<file path="src/rtl/sparse_input_queue_if.sv">
// Handshake bundle between the pixel source / first hidden layer and the sparse input queue.
interface sparse_input_queue_if #(
   parameter int unsigned PIXEL_W = 8,
   parameter int unsigned INDEX_W = 10,
   parameter int unsigned CNT_W   = 9
);
   logic               start;
   logic               pixelValid;
   logic [PIXEL_W-1:0] pixelValue;
   logic [PIXEL_W-1:0] threshold;
   logic               dequeue;
   logic [INDEX_W-1:0] indexOut;
   logic [PIXEL_W-1:0] valueOut;
   logic               queueEmpty;
   logic [CNT_W-1:0]   count;
   logic               loadDone;
   logic               finished;
   logic               overflow;

   modport master (
      output start, pixelValid, pixelValue, threshold, dequeue,
      input  indexOut, valueOut, queueEmpty, count, loadDone, finished, overflow
   );

   modport slave (
      input  start, pixelValid, pixelValue, threshold, dequeue,
      output indexOut, valueOut, queueEmpty, count, loadDone, finished, overflow
   );
endinterface

</file>
<file path="src/rtl/sparse_input_queue.sv">
// Thresholded input-index queue: pixels at or above threshold are pushed as {index, value}
// into a bounded show-ahead FIFO that the first hidden layer drains.
module sparse_input_queue #(
   parameter int unsigned NUM_NODES = 784,
   parameter int unsigned PIXEL_W   = 8,
   parameter int unsigned INDEX_W   = 10,
   parameter int unsigned DEPTH     = 256,
   parameter int unsigned CNT_W     = 9
) (
   input logic                 clk,
   input logic                 reset,
   sparse_input_queue_if.slave q
);
   localparam int unsigned PTR_W = (DEPTH > 1) ? $clog2(DEPTH) : 1;

   typedef enum logic [1:0] {StIdle, StLoad, StDrain} state_e;

   state_e             state_q, state_d;
   logic [INDEX_W-1:0] pix_idx_q, pix_idx_d;
   logic [PTR_W-1:0]   wr_ptr_q, wr_ptr_d;
   logic [PTR_W-1:0]   rd_ptr_q, rd_ptr_d;
   logic [CNT_W-1:0]   count_q, count_d;
   logic               load_done_q, load_done_d;
   logic               finished_q, finished_d;
   logic               overflow_q, overflow_d;

   logic [INDEX_W-1:0] mem_idx [DEPTH];
   logic [PIXEL_W-1:0] mem_val [DEPTH];

   logic empty, full, accept, qualify, do_deq, do_enq, last_pix;

   function automatic logic [PTR_W-1:0] ptr_inc(input logic [PTR_W-1:0] p);
      return (p == PTR_W'(DEPTH - 1)) ? '0 : p + PTR_W'(1);
   endfunction

   assign empty    = (count_q == '0);
   assign full     = (count_q == CNT_W'(DEPTH));
   assign accept   = (state_q == StLoad) && q.pixelValid && !q.start;
   assign qualify  = (q.pixelValue >= q.threshold);
   assign do_deq   = q.dequeue && !empty && !q.start;
   // A full queue still accepts when the head is popped on the same edge.
   assign do_enq   = accept && qualify && (!full || do_deq);
   assign last_pix = accept && (pix_idx_q == INDEX_W'(NUM_NODES - 1));

   always_comb begin
      state_d     = state_q;
      pix_idx_d   = pix_idx_q;
      wr_ptr_d    = wr_ptr_q;
      rd_ptr_d    = rd_ptr_q;
      count_d     = count_q;
      load_done_d = load_done_q;
      overflow_d  = overflow_q;
      if (q.start) begin
         state_d     = StLoad;
         pix_idx_d   = '0;
         wr_ptr_d    = '0;
         rd_ptr_d    = '0;
         count_d     = '0;
         load_done_d = 1'b0;
         overflow_d  = 1'b0;
      end else begin
         unique case (state_q)
            StLoad: begin
               if (last_pix) begin
                  state_d     = StDrain;
                  load_done_d = 1'b1;
               end
            end
            StIdle, StDrain: state_d = state_q;
            default: state_d = StIdle;
         endcase
         if (accept) pix_idx_d = pix_idx_q + INDEX_W'(1);
         if (do_enq) wr_ptr_d = ptr_inc(wr_ptr_q);
         if (do_deq) rd_ptr_d = ptr_inc(rd_ptr_q);
         if (do_enq && !do_deq) count_d = count_q + CNT_W'(1);
         else if (!do_enq && do_deq) count_d = count_q - CNT_W'(1);
         if (accept && qualify && !do_enq) overflow_d = 1'b1;
      end
      finished_d = load_done_d && (count_d == '0);
   end

   always_ff @(posedge clk) begin
      if (!reset) begin
         state_q     <= StIdle;
         pix_idx_q   <= '0;
         wr_ptr_q    <= '0;
         rd_ptr_q    <= '0;
         count_q     <= '0;
         load_done_q <= 1'b0;
         finished_q  <= 1'b0;
         overflow_q  <= 1'b0;
      end else begin
         state_q     <= state_d;
         pix_idx_q   <= pix_idx_d;
         wr_ptr_q    <= wr_ptr_d;
         rd_ptr_q    <= rd_ptr_d;
         count_q     <= count_d;
         load_done_q <= load_done_d;
         finished_q  <= finished_d;
         overflow_q  <= overflow_d;
      end
   end

   always_ff @(posedge clk) begin
      if (do_enq) begin
         mem_idx[wr_ptr_q] <= pix_idx_q;
         mem_val[wr_ptr_q] <= q.pixelValue;
      end
   end

   assign q.indexOut   = empty ? '0 : mem_idx[rd_ptr_q];
   assign q.valueOut   = empty ? '0 : mem_val[rd_ptr_q];
   assign q.queueEmpty = empty;
   assign q.count      = count_q;
   assign q.loadDone   = load_done_q;
   assign q.finished   = finished_q;
   assign q.overflow   = overflow_q;
endmodule

</file>
<file path="src/flat_wrapper.sv">
// flat-port wrapper written by rule: the top's interface ports become plain ports
module sparse_input_queue_flat 
#(
   parameter int unsigned NUM_NODES = 784,
   parameter int unsigned PIXEL_W   = 8,
   parameter int unsigned INDEX_W   = 10,
   parameter int unsigned DEPTH     = 256,
   parameter int unsigned CNT_W     = 9
)
  (clk, reset, q_start, q_pixelValid, q_pixelValue, q_threshold, q_dequeue, q_indexOut, q_valueOut, q_queueEmpty, q_count, q_loadDone, q_finished, q_overflow);
  sparse_input_queue_if #(.PIXEL_W(PIXEL_W), .INDEX_W(INDEX_W), .CNT_W(CNT_W)) q_i ();
  input logic clk;
  input logic reset;
  input wire logic [$bits(q_i.start)-1:0] q_start;
  input wire logic [$bits(q_i.pixelValid)-1:0] q_pixelValid;
  input wire logic [$bits(q_i.pixelValue)-1:0] q_pixelValue;
  input wire logic [$bits(q_i.threshold)-1:0] q_threshold;
  input wire logic [$bits(q_i.dequeue)-1:0] q_dequeue;
  output wire logic [$bits(q_i.indexOut)-1:0] q_indexOut;
  output wire logic [$bits(q_i.valueOut)-1:0] q_valueOut;
  output wire logic [$bits(q_i.queueEmpty)-1:0] q_queueEmpty;
  output wire logic [$bits(q_i.count)-1:0] q_count;
  output wire logic [$bits(q_i.loadDone)-1:0] q_loadDone;
  output wire logic [$bits(q_i.finished)-1:0] q_finished;
  output wire logic [$bits(q_i.overflow)-1:0] q_overflow;
  assign q_i.start = q_start;
  assign q_i.pixelValid = q_pixelValid;
  assign q_i.pixelValue = q_pixelValue;
  assign q_i.threshold = q_threshold;
  assign q_i.dequeue = q_dequeue;
  assign q_indexOut = q_i.indexOut;
  assign q_valueOut = q_i.valueOut;
  assign q_queueEmpty = q_i.queueEmpty;
  assign q_count = q_i.count;
  assign q_loadDone = q_i.loadDone;
  assign q_finished = q_i.finished;
  assign q_overflow = q_i.overflow;
  sparse_input_queue #(.NUM_NODES(NUM_NODES), .PIXEL_W(PIXEL_W), .INDEX_W(INDEX_W), .DEPTH(DEPTH), .CNT_W(CNT_W)) u_core (.clk(clk), .reset(reset), .q(q_i));
endmodule
</file>
<file path="config.mk">
export PLATFORM = sky130hd
export DESIGN_NAME = sparse_input_queue_flat
export DESIGN_NICKNAME = d
export VERILOG_FILES = /design/src/rtl/sparse_input_queue_if.sv /design/src/rtl/sparse_input_queue.sv /design/src/flat_wrapper.sv
export SDC_FILE = /design/constraint.sdc
export NUM_CORES = 2
export LEC_CHECK = 0
export BUFFER_PORTS_ARGS = -buffer_cell sky130_fd_sc_hd__buf_2
export CELL_PAD_IN_SITES_DETAIL_PLACEMENT = 0
export CELL_PAD_IN_SITES_GLOBAL_PLACEMENT = 1
export CORE_ASPECT_RATIO = 0.5
export CORE_MARGIN = 5
export CORE_UTILIZATION = 40
export CTS_CLUSTER_SIZE = 28
export DETAILED_ROUTE_END_ITERATION = 12
export PLACE_DENSITY_LB_ADDON = 0.1
export SYNTH_ARGS = -nofsm -noshare
export SYNTH_HDL_FRONTEND = slang
export SYNTH_MEMORY_MAX_BITS = 65536
export SYNTH_SLANG_ARGS = --single-unit
</file>
<file path="constraint.sdc">
create_clock -name clk -period 6.9 [get_ports clk]
set_clock_uncertainty 0.1 [all_clocks]
set_input_delay 1.035 -clock clk [delete_from_list [all_inputs] [get_ports clk]]
set_output_delay 1.035 -clock clk [all_outputs]
set_load 0.05 [all_outputs]
</file>
==> impl_metrics.json <==
{
  "status": "completed",
  "start_util": 0.401,
  "worst_slew_pin_slew_ps": 1310,
  "rows": 173,
  "die_w_um": 953,
  "grt_max_degree": 181,
  "setup_viol": 0,
  "synth_warnings": 0,
  "yosys.area_share.simple": 0.0152,
  "netlist_instances": 7611,
  "syn_area_um2": 178000,
  "syn_avg_cell_area_um2": 23.4,
  "drive_gt1_frac": 0.336,
  "crit_fanout": 10,
  "power.density_nw_per_um2": 273,
  "synth_compound_area_frac": 0.0200,
  "wl_per_cell_um": 36.1,
  "async_reset_ff_frac": 0,
  "antenna_found_initial": 50,
  "cts_htree_levels": 5,
  "vias": 85200,
  "start_kind": "flop",
  "fin_hold_ws_ps": 221,
  "drt_iter0_markers": 10600,
  "coreArea_um2": 444000,
  "crit_path_top_delay_cell": "o211a_1",
  "drtAntennaViolNets": 0,
  "ios": 52,
  "dp_hpwl_mm": 318,
  "crit_chain": "inv_1 -> ha_1 -> or3b_2 -> nor3_4 -> buf_4 -> nand3b_1 -> or3_1 -> a21oi_1 -> a21oi_1 -> o211a_1 -> nand3_1 -> buf_2",
  "fp.dieArea_um2": 459000,
  "synth_cell_type_count": 66,
  "synth_top_family_by_area": "multiplexers",
  "route.detailed.drc": 0,
  "place.gp.congestion": 0.792,
  "drt-pass1-iter-count": 6,
  "hold_class": "in2reg",
  "synth-xor-area-share": 0.00118,
  "synth-edff-count": 4608,
  "dp_slack_ps": 633,
  "rsz0062_at_grt": "false",
  "fmax_ghz": 0.148,
  "clk_latency_ps": 960,
  "final_common_cell": "edfxtp_1",
  "area_delta_synth_final_pct": 14.4,
  "postCtsHoldBufs": 0,
  "grt_pass1_vias": 85200,
  "die_height_um": 481,
  "finalHoldViolations": 0,
  "ys_seq_area_frac": 0.783,
  "slew_headroom": 0.118,
  "grt_use_total": 0.226,
  "drv_cap": 0,
  "numCtsBuffers": 430,
  "cts_max_path_buffers": 4,
  "fin_ws_ps": 133,
  "irDropWorstVdd_mv": 0.207,
  "place.port_buffers": 51,
  "cp.arrival_ps": 5630,
  "slew_violations": 0,
  "layout_common_cells": "4608 x edfxtp_1, 1298 x mux4_2, 512 x buf_4",
  "synth_mux_area_frac": 0.167,
  "end_kind": "output port",
  "crit_path_max_incr_delay_ps": 650,
  "worst_path_most_repeated_cell": "a21oi_1",
  "synth-seq-cells": 4656,
  "worstSetupPathType": "reg2out",
  "required_ps": 5760,
  "min_period_ps": 6770,
  "syn_nets": 7649,
  "num-nets-final": 8280,
  "n_fill_cell": 36700,
  "wirelength_mm": 525,
  "cts_root_buf": "clkbuf_16",
  "ys.flop_type": "edfxtp_1",
  "cts_tree": "done",
  "cts.sinks": 4656,
  "grt_pass1_wl_mm": 722,
  "clkTransAtPathRegs_ps": 60,
  "grt_overflow": 0,
  "power.static_leakage_nw": 64.9,
  "synthAdderAreaFrac": 0.00120,
  "via_per_inst": 5.86,
  "finalCritPeriodShare": 0.981
}
cells in the mapped netlist (16+ instances only):
| master | count | area, µm² |
|---|---|---|
| o21ai_0 | 16 | 80.1 |
| a22oi_1 | 255 | 1910 |
| buf_4 | 39 | 293 |
| a211oi_1 | 20 | 150 |
| dfxtp_1 | 48 | 961 |
| mux2i_1 | 44 | 440 |
| nor2_1 | 322 | 1210 |
| ha_1 | 17 | 213 |
| buf_1 | 18 | 67.6 |
| edfxtp_1 | 4608 | 138000 |
| xor2_1 | 17 | 149 |
| buf_2 | 133 | 666 |
| nand3_1 | 43 | 215 |
| clkbuf_1 | 233 | 875 |
| a21oi_1 | 180 | 901 |
| nand4_1 | 19 | 119 |
| mux4_2 | 1298 | 29200 |
| and3_1 | 23 | 144 |
| nand2_1 | 70 | 263 |
| inv_1 | 20 | 75.1 |
cell type report:
cell class	instances	area (µm²)	share of cell area
antenna	4	10.0	0.0000492
clock buffer	510	11200	0.0551
clock inverter	278	2430	0.0120
inverter	20	75.1	0.000369
multi-input combinational	2503	37400	0.184
sequential	4656	139000	0.685
tap	5950	7440	0.0366
timing repair buffer	631	5530	0.0272
state kept, by name, summed over array words and instances, names as in the netlist, named ones only:
signal,flops
u_core.wr_ptr_q,8
u_core.rd_ptr_q,8
u_core.mem_val,2048
u_core.q.overflow,1
u_core.pix_idx_q,10
u_core.q.finished,1
u_core.state_q,2
u_core.mem_idx,2560
u_core.q.loadDone,1
u_core.q.count,9
routing by layer:
layer  track usage  part of all wire  up-vias
met1         0.348              0.46    47600
met4        0.0396             0.018       10
met2         0.339              0.45     3114
met5             0           0.00010        -
met3        0.0441             0.076      536
li1              -                 -    34000
final timing paths:
kind,to,startpoint,slack [ps],cells past startpoint
worst max-delay path,q_valueOut[2],u_core.q.count[0]$_SDFF_PN0_,130,12
worst min register to register,u_core.q.overflow$_SDFFE_PP0P_,u_core.q.overflow$_SDFFE_PP0P_,400,2
worst max register to register,u_core.mem_idx[44][4]$_DFFE_PP_,u_core.q.count[4]$_SDFF_PN0_,2570,9
worst min-delay path,u_core.q.count[4]$_SDFF_PN0_,reset,220,2
worst max-delay path: cells and delay by family (launching register included):
kind                       cells  cell delay (ps)
AOI/OAI and AO/OA              3             1160
and+or+nand+nor                5             2060
buffers and inverters          3              810
DFF                            1              370
adders and majority gates      1              190
logic make-up after synthesis:
family,Yosys count
flops,4656
fa+ha+maj,17
compound gates,528
simple gates,585
buf+inv,452
xor+xnor,24
mux,1349
where the power goes:
| part | internal, mW | switching [mW] | total [mW] |
|---|---|---|---|
| sequential | 30.8 | 0.0105 | 30.8 |
| clock | 13.0 | 10.7 | 23.7 |
| combinational | 0.331 | 0.693 | 1.02 |
| total | 44.1 | 11.4 | 55.5 |
per-stage QoR:
| stage | power, mW | std cells | cell area (µm²) | TNS, ps | utilization |
|---|---|---|---|---|---|
| 2_1_floorplan | 32.0 | 7611 | 178000 | 0 | - |
| 3_3_place_gp | 32.5 | 13700 | 190000 | 0 | 0.428 |
| 3_5_place_dp | 32.5 | 13700 | 190000 | 0 | 0.428 |
| 4_1_cts | 56.1 | 14500 | 203000 | -149 | 0.459 |
| 5_1_grt | 57.4 | 14500 | 203000 | 0 | 0.459 |
| 6_report | 55.5 | 14600 | 203000 | 0 | 0.459 |
repair_timing:
item | 4_1_cts | 5_1_grt
pin swaps | 0 | 0
endpoints found under the setup margin | 8 | 4
setup buffers | 0 | 12
resized for setup | 15 | 2
No activity file was read; power rests on OpenSTA's default activity.
